**config.mk**
```make
export PLATFORM = sky130hd
export DESIGN_NAME = serial_mag_comp_ctrl
export DESIGN_NICKNAME = d
export VERILOG_FILES = /design/src/rtl/serial_mag_comp_ctrl.sv
export SDC_FILE = /design/constraint.sdc
export NUM_CORES = 1
export LEC_CHECK = 0
export ABC_AREA = 0
export CELL_PAD_IN_SITES_DETAIL_PLACEMENT = 1
export CELL_PAD_IN_SITES_GLOBAL_PLACEMENT = 1
export CORE_MARGIN = 4
export CORE_UTILIZATION = 34
export DETAILED_ROUTE_END_ITERATION = 12
export PLACE_DENSITY_LB_ADDON = 0.1
export SLEW_MARGIN = 20
export SYNTH_ARGS = -nofsm -noshare
export SYNTH_HDL_FRONTEND = slang
export SYNTH_SLANG_ARGS = --single-unit
```
**constraint.sdc**
```tcl
create_clock -name clk -period 1.22 [get_ports clk]
set_input_delay 0.244 -clock clk [delete_from_list [all_inputs] [get_ports clk]]
set_output_delay 0.244 -clock clk [all_outputs]
set_load 0.02 [all_outputs]
```
**src/rtl/serial_mag_comp_ctrl.sv**
```systemverilog
// serial_mag_comp_ctrl: serial unsigned magnitude comparator.
// Two WIDTH-bit operands are compared one 2-bit digit per clock, MSB digit
// first, through a single 2-bit compare slice. The result is registered and
// flagged with a one-cycle done pulse.
// Optional macro EARLY_EXIT_EN: leave RUN on the first differing digit
// instead of always running all DIGITS cycles (results are identical).
module serial_mag_comp_ctrl #(
    parameter int WIDTH = 8
) (
    input  logic             clk,
    input  logic             rst_n,
    input  logic             start,
    input  logic [WIDTH-1:0] a,
    input  logic [WIDTH-1:0] b,
    output logic             busy,
    output logic             done,
    output logic             aeb,
    output logic             agb,
    output logic             alb
);

    localparam int DIGITS = WIDTH / 2;
    localparam int IW     = (DIGITS > 1) ? $clog2(DIGITS) : 1;

    typedef enum logic [1:0] {
        IDLE = 2'd0,
        RUN  = 2'd1,
        DONE = 2'd2
    } state_t;

    state_t           state, state_n;
    logic [WIDTH-1:0] sha, shb;
    logic [IW-1:0]    idx;
    logic             dec_gt, dec_lt;

    logic [1:0]       da, db;
    logic             decided;
    logic             gt_n, lt_n;
    logic             last;
    logic             run_exit;

    // 2-bit compare slice on the current top digits plus the sticky decision update
    always_comb begin
        da       = sha[WIDTH-1 -: 2];
        db       = shb[WIDTH-1 -: 2];
        decided  = dec_gt | dec_lt;
        gt_n     = dec_gt | (!decided & (da > db));
        lt_n     = dec_lt | (!decided & (da < db));
        last     = (idx == '0);
`ifdef EARLY_EXIT_EN
        run_exit = last | (!decided & (da != db));
`else
        run_exit = last;
`endif
    end

    // State register
    always_ff @(posedge clk or negedge rst_n) begin
        if (!rst_n) begin
            state <= IDLE;
        end else begin
            state <= state_n;
        end
    end

    // Next-state and status outputs
    always_comb begin
        state_n = state;
        busy    = 1'b0;
        done    = 1'b0;
        case (state)
            IDLE: begin
                if (start) begin
                    state_n = RUN;
                end
            end
            RUN: begin
                busy = 1'b1;
                if (run_exit) begin
                    state_n = DONE;
                end
            end
            DONE: begin
                done    = 1'b1;
                state_n = IDLE;
            end
            default: begin
                state_n = IDLE;
            end
        endcase
    end

    // Operand capture, digit stepping, decision accumulation and result registers
    always_ff @(posedge clk or negedge rst_n) begin
        if (!rst_n) begin
            sha    <= '0;
            shb    <= '0;
            idx    <= '0;
            dec_gt <= 1'b0;
            dec_lt <= 1'b0;
            aeb    <= 1'b0;
            agb    <= 1'b0;
            alb    <= 1'b0;
        end else begin
            case (state)
                IDLE: begin
                    if (start) begin
                        sha    <= a;
                        shb    <= b;
                        idx    <= IW'(DIGITS - 1);
                        dec_gt <= 1'b0;
                        dec_lt <= 1'b0;
                    end
                end
                RUN: begin
                    sha    <= sha << 2;
                    shb    <= shb << 2;
                    idx    <= idx - 1'b1;
                    dec_gt <= gt_n;
                    dec_lt <= lt_n;
                    if (run_exit) begin
                        aeb <= !(gt_n | lt_n);
                        agb <= gt_n;
                        alb <= lt_n;
                    end
                end
                default: begin
                end
            endcase
        end
    end

endmodule

```
==> impl_metrics.json, run 1 <==
{
  "cts_tree": "yes",
  "dpl_cell_area_sq_um": 1590,
  "routed_wl_um": 3220,
  "post_drt_wl_per_cell_um": 14.7,
  "path_clk_slew_ns": 0.14,
  "clock_skew_ns": 0.00472,
  "critPathBufInv": 2,
  "synthesis.nets": 156,
  "p_int_uw": 2470,
  "vdd_drop_max_uv": 1680,
  "pwr-share-clk_pct": 9.1,
  "die_width_um": 68.1,
  "p_comb_share_pct": 55.5,
  "numClockSinks": 25,
  "grt-ovfl-total": 0,
  "rsz0062_at_grt": "true",
  "start_util_pct": 35.9,
  "synthAdderAreaFrac_pct": 3.06,
  "crit_arrival_ns": 1.14,
  "drt_iter0_markers": 16,
  "power.switching_uw": 1730,
  "root_buffer": "clkbuf_4",
  "synth.avg_cell_area_sq_um": 9.15,
  "yosysTopAreaCell": "dfrtp_1",
  "cts_max_level": 1,
  "seq_area_frac_synth_pct": 51.0,
  "power.density_nw_per_um2": 2390,
  "grt_pass1_wl_um": 5290,
  "vias": 1064,
  "num-nets-final": 196,
  "tightest_slew_ns": 0.257,
  "final_common_cell": "dfrtp_1",
  "crit_chain": "buf_6 > nor2b_4 > buf_6",
  "yosysTopAreaCellShare_pct": 51.0,
  "criticalPathCategory": "reg2out",
  "slowest_delay_ns": 0.44,
  "num_rows": 21,
  "maxSlewViolCount": 0,
  "setup_slack_ns": -0.161,
  "hold_violations": 0,
  "die_area_sq_um": 4630,
  "min_path_type": "in2async",
  "grt_max_degree": 27,
  "failed_checks": "setup timing",
  "fillCellCount": 400,
  "yosys-top-cells-area": "dfrtp_1 (51%), nand2_1 (9.2%), a31oi_1 (6.1%)",
  "grt_pass1_vias": 1145,
  "antenna_found_initial": 0,
  "maxCapViolations": 0,
  "gp_congestion": 0.787,
  "drcViolationCount": 0,
  "antenna_cells": 0,
  "synth-simple-area-share_pct": 21.3,
  "report.final.setup_viol": 22,
  "synth_compound_area_share_pct": 15.5,
  "die_y_um": 68.1,
  "finalInstanceArea_sq_um": 1760,
  "synth_top_family_by_area": "simple AND/OR/NAND/NOR gates",
  "vias_per_cell": 4.86,
  "cts_made_buffers": 3,
  "cp.required_ns": 0.98,
  "fin_tns_setup_ns": -1.50,
  "worst_setup_path_start_kind": "flip-flop",
  "yosysUniqueCellTypes": 22,
  "slew_headroom_pct": 82.9,
  "cp-end-kind": "primary output",
  "drive_gt1_share_pct": 33.5,
  "port_buffers": 23,
  "area_growth_pct": 43.4,
  "io_pins": 24,
  "final_cell_mix": "dfrtp_1 (24), nand2_1 (18), clkdlybuf4s50_1 (18)",
  "dpl.hpwl_um": 2340,
  "cp_max_fo": 3,
  "coreArea_sq_um": 3420,
  "clk_latency_ns": 0.32,
  "muxShareOfSynthArea_pct": 0.816,
  "ys_ff_latch": 25,
  "swShare_pct": 41.2,
  "hold_buffers": 0,
  "yosysWarnings": 0,
  "grt_use_total_pct": 15.4,
  "power_frac_seq_pct": 35.4,
  "drt_first_pass_iters": 4,
  "postRouteAntennaNets": 0,
  "period_minus_slack_ns": 1.38,
  "cpMaxStageDelayCell": "dfrtp_1",
  "syn_inst": 134,
  "synth_xor_area_share_pct": 0,
  "outcome": "finished with violations",
  "max_freq_mhz": 724,
  "path_common_cell": "buf_6",
  "netlist_area_sq_um": 1230,
  "finalCritPeriodShare_pct": 113,
  "p_leak_uw": 0.000794,
  "cts_max_path_buffers": 2,
  "critPathTopFamily": "flip-flops"
}
-- power groups by stage --
| stage | logic (uW) | registers, uW | clock network [uW] |
|---|---|---|---|
| global placement | 1910 | 1450 | 0 |
| CTS | 2150 | 1480 | 392 |
| floorplan | 1370 | 1450 | 0 |
| finish | 2330 | 1490 | 384 |
| detailed placement | 1990 | 1480 | 0 |
| global route | 2590 | 1530 | 431 |
-- cell usage after synthesis --
cell type  instances
a21oi_1            6
a2bb2oi_1          2
a31oi_1           12
and2b_1            4
buf_4              2
buf_6              5
dfrtp_1           25
ha_1               3
inv_1              7
inv_2              1
mux2i_1            1
nand2_1           30
nand2b_1           3
nand3b_1           1
nor2_1            15
nor2b_1            2
nor2b_4            1
nor3_1             2
o2111ai_1          1
o21ai_0            9
o21ai_1            1
o31a_1             1
-- worst paths after layout --
check	from	to	slack, ns	cells past startpoint
setup / recovery	state[1]	done	-0.16	3
hold / removal	rst_n	sha[7]	0.26	2
setup reg to reg	state[1]	alb	-0.13	4
hold reg to reg	aeb	aeb	0.51	2
max in group asynchronous	rst_n	state[0]	0.80	2
min in group clk	a[2]	sha[2]	0.48	3
-- cells by family (layout without fill, tap and decap cells) --
logic type,count (synthesis),in the layout
buf+inv,15,54
simple gates,58,58
mux,1,1
fa+ha+maj,3,3
compound gates,32,32
flops,25,25
-- state kept, by name (all words and copies together) (netlist names) --
name,flops
aeb,1
agb,1
alb,1
dec_gt,1
dec_lt,1
idx,2
sha,8
shb,8
state,2
-- routing by layer --
layer  vias up  track usage, %  routed length [um]
met2        12            26.4                1640
li1        524               -                   -
met5         -               0                   0
met3         4            2.30                  95
met1       524            19.6                1460
met4         0            5.21                  30
-- what timing repair did --
action / 4_1_cts / 5_1_grt
gates cloned: 0 / 1
buffers inserted: 1 / 3
endpoints found under the setup margin: 27 / 26
resized for setup: 44 / 27
pin swaps: 4 / 33
-- layout make-up --
| cell class | count | area, sq um | share of cell area, % |
|---|---|---|---|
| clock buffers | 4 | 26.3 | 1.49 |
| repair buffers | 42 | 403 | 22.9 |
| well taps | 46 | 57.6 | 3.27 |
| multi-input cells | 94 | 612 | 34.8 |
| flip-flops and latches | 25 | 627 | 35.7 |
| inverters | 8 | 32.5 | 1.85 |
-- through the flow --
| stage | std cells | setup slack (ns) | hold WS, ns | util (%) | total power, uW |
|---|---|---|---|---|---|
| 4_1_cts | 216 | -0.157 | 0.260 | 48.5 | 4030 |
| 6_report | 219 | -0.161 | 0.255 | 51.5 | 4200 |
| 3_5_place_dp | 211 | -0.283 | 0.474 | 46.5 | 3460 |
| 3_3_place_gp | 211 | -0.228 | 0.468 | 46.5 | 3360 |
| 5_1_grt | 219 | -0.252 | 0.259 | 51.5 | 4550 |
| 2_1_floorplan | 134 | 0.00957 | -0.0516 | - | 2820 |
-- worst reg2reg max path, cell delays in order, from the launching register on --
cell	delay (ns)
dfrtp_1	0.44
buf_6	0.13
buf_6	0.12
nand3b_1	0.26
o31a_1	0.30
(Power assumes the default switching activity.)
==> run 2, diff against run 1 <==
--- a/config.mk
+++ b/config.mk
@@ -8,6 +8,7 @@
 export ABC_AREA = 0
 export CELL_PAD_IN_SITES_DETAIL_PLACEMENT = 1
 export CELL_PAD_IN_SITES_GLOBAL_PLACEMENT = 1
+export CORE_ASPECT_RATIO = 1.5
 export CORE_MARGIN = 4
 export CORE_UTILIZATION = 34
 export DETAILED_ROUTE_END_ITERATION = 12
==> impl_metrics.json, run 2 (synthesis gave the netlist of run 1 again) <==
{
  "finalInstanceArea_sq_um": 1750,
  "pwr-share-clk_pct": 11.7,
  "finalPower_uw": 4260,
  "path_clk_slew_ns": 0.09,
  "cpMaxStageDelayCell": "dfrtp_1",
  "start_util_pct": 35.6,
  "hold_violations": 0,
  "cp.required_ns": 1.39,
  "pre_cts_ws_ns": -0.294,
  "vdd_drop_max_uv": 1700,
  "cts_tree": "yes",
  "drt_iter0_markers": 16,
  "routed_wl_um": 2950,
  "crit_chain": "ha_4 > nor2b_4 > nor3_2 > o31a_1",
  "io_pins": 24,
  "min_path_type": "in2async",
  "vias_per_cell": 4.87,
  "power.density_nw_per_um2": 2440,
  "hold_buffers": 0,
  "root_buffer": "clkbuf_8",
  "clock_skew_ns": 0.00593,
  "report.final.setup_viol": 8,
  "vias": 1052,
  "p_leak_uw": 0.000807,
  "antenna_cells": 0,
  "p_int_uw": 2610,
  "antenna_found_initial": 0,
  "final_cell_mix": "nand2_1 (27), dfrtp_1 (25), clkdlybuf4s50_1 (17)",
  "tightest_slew_ns": 0.243,
  "drive_gt1_share_pct": 25.3,
  "gp_congestion": 0.737,
  "critPathTopFamily": "flip-flops",
  "grt_pass1_vias": 1151,
  "top_regs": "sha x8, shb x8",
  "rsz0062_at_grt": "true",
  "p_comb_share_pct": 53.8,
  "criticalPathCategory": "reg2reg",
  "grt_pass1_wl_um": 5160,
  "dpl_cell_area_sq_um": 1580,
  "grt_max_degree": 27,
  "grt-ovfl-total": 0,
  "finalCritPeriodShare_pct": 105,
  "finalNonFillerCells": 216,
  "period_minus_slack_ns": 1.28,
  "worst_setup_path_start_kind": "flip-flop",
  "crit_arrival_ns": 1.44,
  "maxCapViolations": 0,
  "cp-end-kind": "flip-flop",
  "num-nets-final": 197,
  "num_rows": 26,
  "numClockSinks": 25,
  "utilization_pct": 50.7,
  "clk_latency_ns": 0.27,
  "coreArea_sq_um": 3450,
  "drcViolationCount": 0,
  "slew_headroom_pct": 83.8,
  "power.switching_uw": 1650,
  "slowest_delay_ns": 0.42,
  "critPathBufInv": 0,
  "cts_made_buffers": 3,
  "setup_slack_ns": -0.0550,
  "dpl.hpwl_um": 2100,
  "postRouteAntennaNets": 0,
  "swShare_pct": 38.7,
  "dp_cells": 205,
  "outcome": "finished with violations",
  "cp_max_fo": 2,
  "die_y_um": 81.6,
  "post_drt_wl_per_cell_um": 13.7,
  "final_common_cell": "nand2_1",
  "die_area_sq_um": 4650,
  "drt_first_pass_iters": 4,
  "maxSlewViolCount": 0,
  "area_growth_pct": 42.4,
  "grt_use_total_pct": 13.9,
  "failed_checks": "setup timing",
  "cts_max_path_buffers": 2,
  "max_freq_mhz": 784,
  "cts_max_level": 1,
  "port_buffers": 23,
  "die_width_um": 57.0,
  "power_frac_seq_pct": 34.5
}
-- run 2: changes by cell type in the layout (fill, tap and decap cells not counted), sizes merged --
cell | before | now
clkbuf | 4 | 6
buf | 24 | 21
clkdlybuf4s50 | 18 | 17
clkdlybuf4s15 | 0 | 1
clkinv | 0 | 1
dlygate4sd2 | 0 | 1
-- run 2: cell type report --
type / instances / area [sq um]
Clock buffer: 3 / 41.3
Sequential cell: 25 / 626
Clock inverter: 1 / 5.00
Tap cell: 42 / 52.6
Multi-Input combinational cell: 94 / 567
Inverter: 8 / 30.0
Timing Repair Buffer: 43 / 425
Fill cell: 407 / 1700
-- run 2: metrics by stage --
stage | TNS [ns] | hold WS (ns)
floorplan | 0 | -0.0516
global placement | -4.38 | 0.465
detailed placement | -5.34 | 0.479
CTS | -0.138 | 0.325
global route | -1.21 | 0.324
finish | -0.154 | 0.320
-- run 2: per-layer routing --
metal  share of wire (%)  GRT usage [%]  vias to the layer above  wire [um]
met2                  51           24.1                       20       1500
li1                    -              -                      523          -
met1                  44           17.3                      504       1300
met4                 1.4           4.87                        0         40
met3                 3.5           2.20                        5        103
met5                   0              0                        -          0
-- run 2: power by group through the flow --
stage / Sequential [uW] / Clock (uW) / Combinational [uW]
2_1_floorplan: 1450 / 0 / 1370
3_5_place_dp: 1460 / 0 / 1940
3_3_place_gp: 1440 / 0 / 1890
5_1_grt: 1520 / 548 / 2580
6_report: 1470 / 499 / 2290
4_1_cts: 1470 / 528 / 2150
-- run 2: worst paths after layout --
path / startpoint / endpoint / slack (ns) / cells after the start
max in group asynchronous: rst_n / shb[1] / 0.74 / 2
worst max register to register: sha[7] / alb / -0.06 / 4
worst max-delay path: sha[7] / alb / -0.06 / 4
worst min-delay path: rst_n / aeb / 0.32 / 2
worst min register to register: aeb / aeb / 0.50 / 2
min in group clk: aeb / aeb / 0.50 / 2
-- run 2: worst reg2reg max path: stages, from the launching register on --
cell and delay (ns):
dfrtp_1 0.42, ha_4 0.28, nor2b_4 0.15, nor3_2 0.05, o31a_1 0.27
-- run 2: what timing repair did --
action                     4_1_cts  5_1_grt
setup endpoints to repair       11       16
resized for setup               30       16
hold endpoints to repair         0        0
cloned                           0        1
buffers inserted                 2        4
pin swaps                        7       12
==> run 3, diff against run 2 <==
--- a/config.mk
+++ b/config.mk
@@ -9,7 +9,6 @@
 export CELL_PAD_IN_SITES_DETAIL_PLACEMENT = 1
 export CELL_PAD_IN_SITES_GLOBAL_PLACEMENT = 1
 export CORE_ASPECT_RATIO = 1.5
-export CORE_MARGIN = 4
 export CORE_UTILIZATION = 34
 export DETAILED_ROUTE_END_ITERATION = 12
 export PLACE_DENSITY_LB_ADDON = 0.1
==> impl_metrics.json, run 3 (synthesis gave the netlist of run 1 again) <==
{
  "outcome": "finished with violations",
  "failed_checks": "setup timing",
  "crit_arrival_ns": 1.48,
  "start_util_pct": 35.9,
  "gp_congestion": 0.682,
  "slew_headroom_pct": 82.4,
  "rr_startpoint": "sha[7]",
  "vias_per_cell": 4.93,
  "p_leak_uw": 0.000805,
  "dp_cells": 203,
  "drt_first_pass_iters": 4,
  "crit_chain": "ha_4 > nor2b_4 > nor3_2 > o31a_1",
  "die_area_sq_um": 3860,
  "num_rows": 26,
  "postRouteAntennaNets": 0,
  "rsz0062_at_grt": "true",
  "power.density_nw_per_um2": 2420,
  "grt_pass1_vias": 1069,
  "slowest_delay_ns": 0.43,
  "drt_iter0_markers": 16,
  "coreArea_sq_um": 3420,
  "swShare_pct": 40.7,
  "cts_max_level": 1,
  "final_cell_mix": "dfrtp_1 (25), nand2_1 (22), clkdlybuf4s50_1 (17)",
  "routed_wl_um": 3160,
  "vias": 1051,
  "cp-end-kind": "flip-flop",
  "p_int_uw": 2550,
  "clk_latency_ns": 0.27,
  "antenna_cells": 0,
  "drive_gt1_share_pct": 31.0,
  "post_drt_wl_per_cell_um": 14.8,
  "reg2reg_slack_ns": -0.1,
  "top_regs": "sha x8, shb x8",
  "worst_setup_path_start_kind": "flip-flop",
  "die_width_um": 51.0,
  "die_y_um": 75.6,
  "setup_slack_ns": -0.0961,
  "maxCapViolations": 0,
  "cpMaxStageDelayCell": "dfrtp_1",
  "antenna_found_initial": 0,
  "area_growth_pct": 44.9,
  "utilization_pct": 52.0,
  "cts_max_path_buffers": 2,
  "critPathBufInv": 0,
  "p_comb_share_pct": 54.0,
  "max_freq_mhz": 760,
  "drcViolationCount": 0,
  "numClockSinks": 25,
  "tightest_slew_ns": 0.264,
  "rr_worst_depth": 4,
  "grt-ovfl-total": 0,
  "final_common_cell": "dfrtp_1",
  "grt_max_degree": 27,
  "cp_max_fo": 3,
  "root_buffer": "clkbuf_8",
  "path_clk_slew_ns": 0.09,
  "criticalPathCategory": "reg2reg",
  "power.switching_uw": 1750,
  "period_minus_slack_ns": 1.32,
  "cp.required_ns": 1.38,
  "num-nets-final": 194,
  "grt_pass1_wl_um": 4960,
  "regToRegEndpoint": "alb",
  "cts_made_buffers": 3,
  "io_pins": 24,
  "finalNonFillerCells": 213,
  "grt_use_total_pct": 17.7,
  "critPathTopFamily": "flip-flops",
  "report.final.setup_viol": 21,
  "maxSlewViolCount": 0,
  "pwr-share-clk_pct": 11.7,
  "cp_num_cells": 4,
  "clock_skew_ns": 0.00372,
  "min_path_type": "in2async",
  "dpl.hpwl_um": 2130,
  "vdd_drop_max_uv": 1420,
  "finalCritPeriodShare_pct": 108,
  "hold_violations": 0,
  "power_frac_seq_pct": 34.3,
  "cts_tree": "yes",
  "port_buffers": 23
}
## run 3: final cells by class
type                    count  area, sq um
clock buffers               4         45.0
multi-input cells          94          636
well taps                  42         52.6
flip-flops and latches     25          626
fillers                   396         1640
repair buffers             40          388
inverters                   8         30.0
## run 3: per-stage QoR
step / power (uW) / setup WS [ns] / instance area (sq um) / hold slack [ns] / setup TNS (ns)
finish: 4300 / -0.0961 / 1780 / 0.320 / -1.06
global route: 4650 / -0.149 / 1780 / 0.329 / -2.58
detailed placement: 3400 / -0.260 / 1550 / 0.482 / -4.84
floorplan: 2820 / 0.00957 / 1250 / -0.0516 / 0
global placement: 3290 / -0.211 / 1550 / 0.463 / -4.06
CTS: 4040 / -0.0923 / 1650 / 0.326 / -0.428
## run 3: layer usage
metal  wire, um  vias to the layer above  track usage (%)
met2       1680                       19             30.8
met5          0                        -                0
li1           -                      523                -
met1       1350                      505             21.8
met3         90                        4             2.00
met4         41                        0             8.33
## run 3: how the worst max path moves through the flow
| stage | startpoint | to |
|---|---|---|
| after floorplan | sha[7] | alb |
| after global placement | state[1] | busy |
| after detailed placement | start | sha[3] |
| after CTS | sha[7] | alb |
| after global routing | state[1] | sha[3] |
| final | sha[7] | alb |
## run 3: power groups by stage
stage          registers (uW)  clock network [uW]  logic (uW)
2_1_floorplan            1450                   0        1370
3_3_place_gp             1440                   0        1850
3_5_place_dp             1460                   0        1940
4_1_cts                  1440                 513        2090
5_1_grt                  1530                 540        2580
6_report                 1480                 504        2330
## run 3: what timing repair did
item | 4_1_cts | 5_1_grt
gates resized for setup | 26 | 42
pin swaps | 2 | 25
hold buffers | 0 | 0
cloned | 0 | 2
endpoints found under the hold margin | 0 | 0
endpoints found under the setup margin | 20 | 28
buffers inserted | 4 | 0
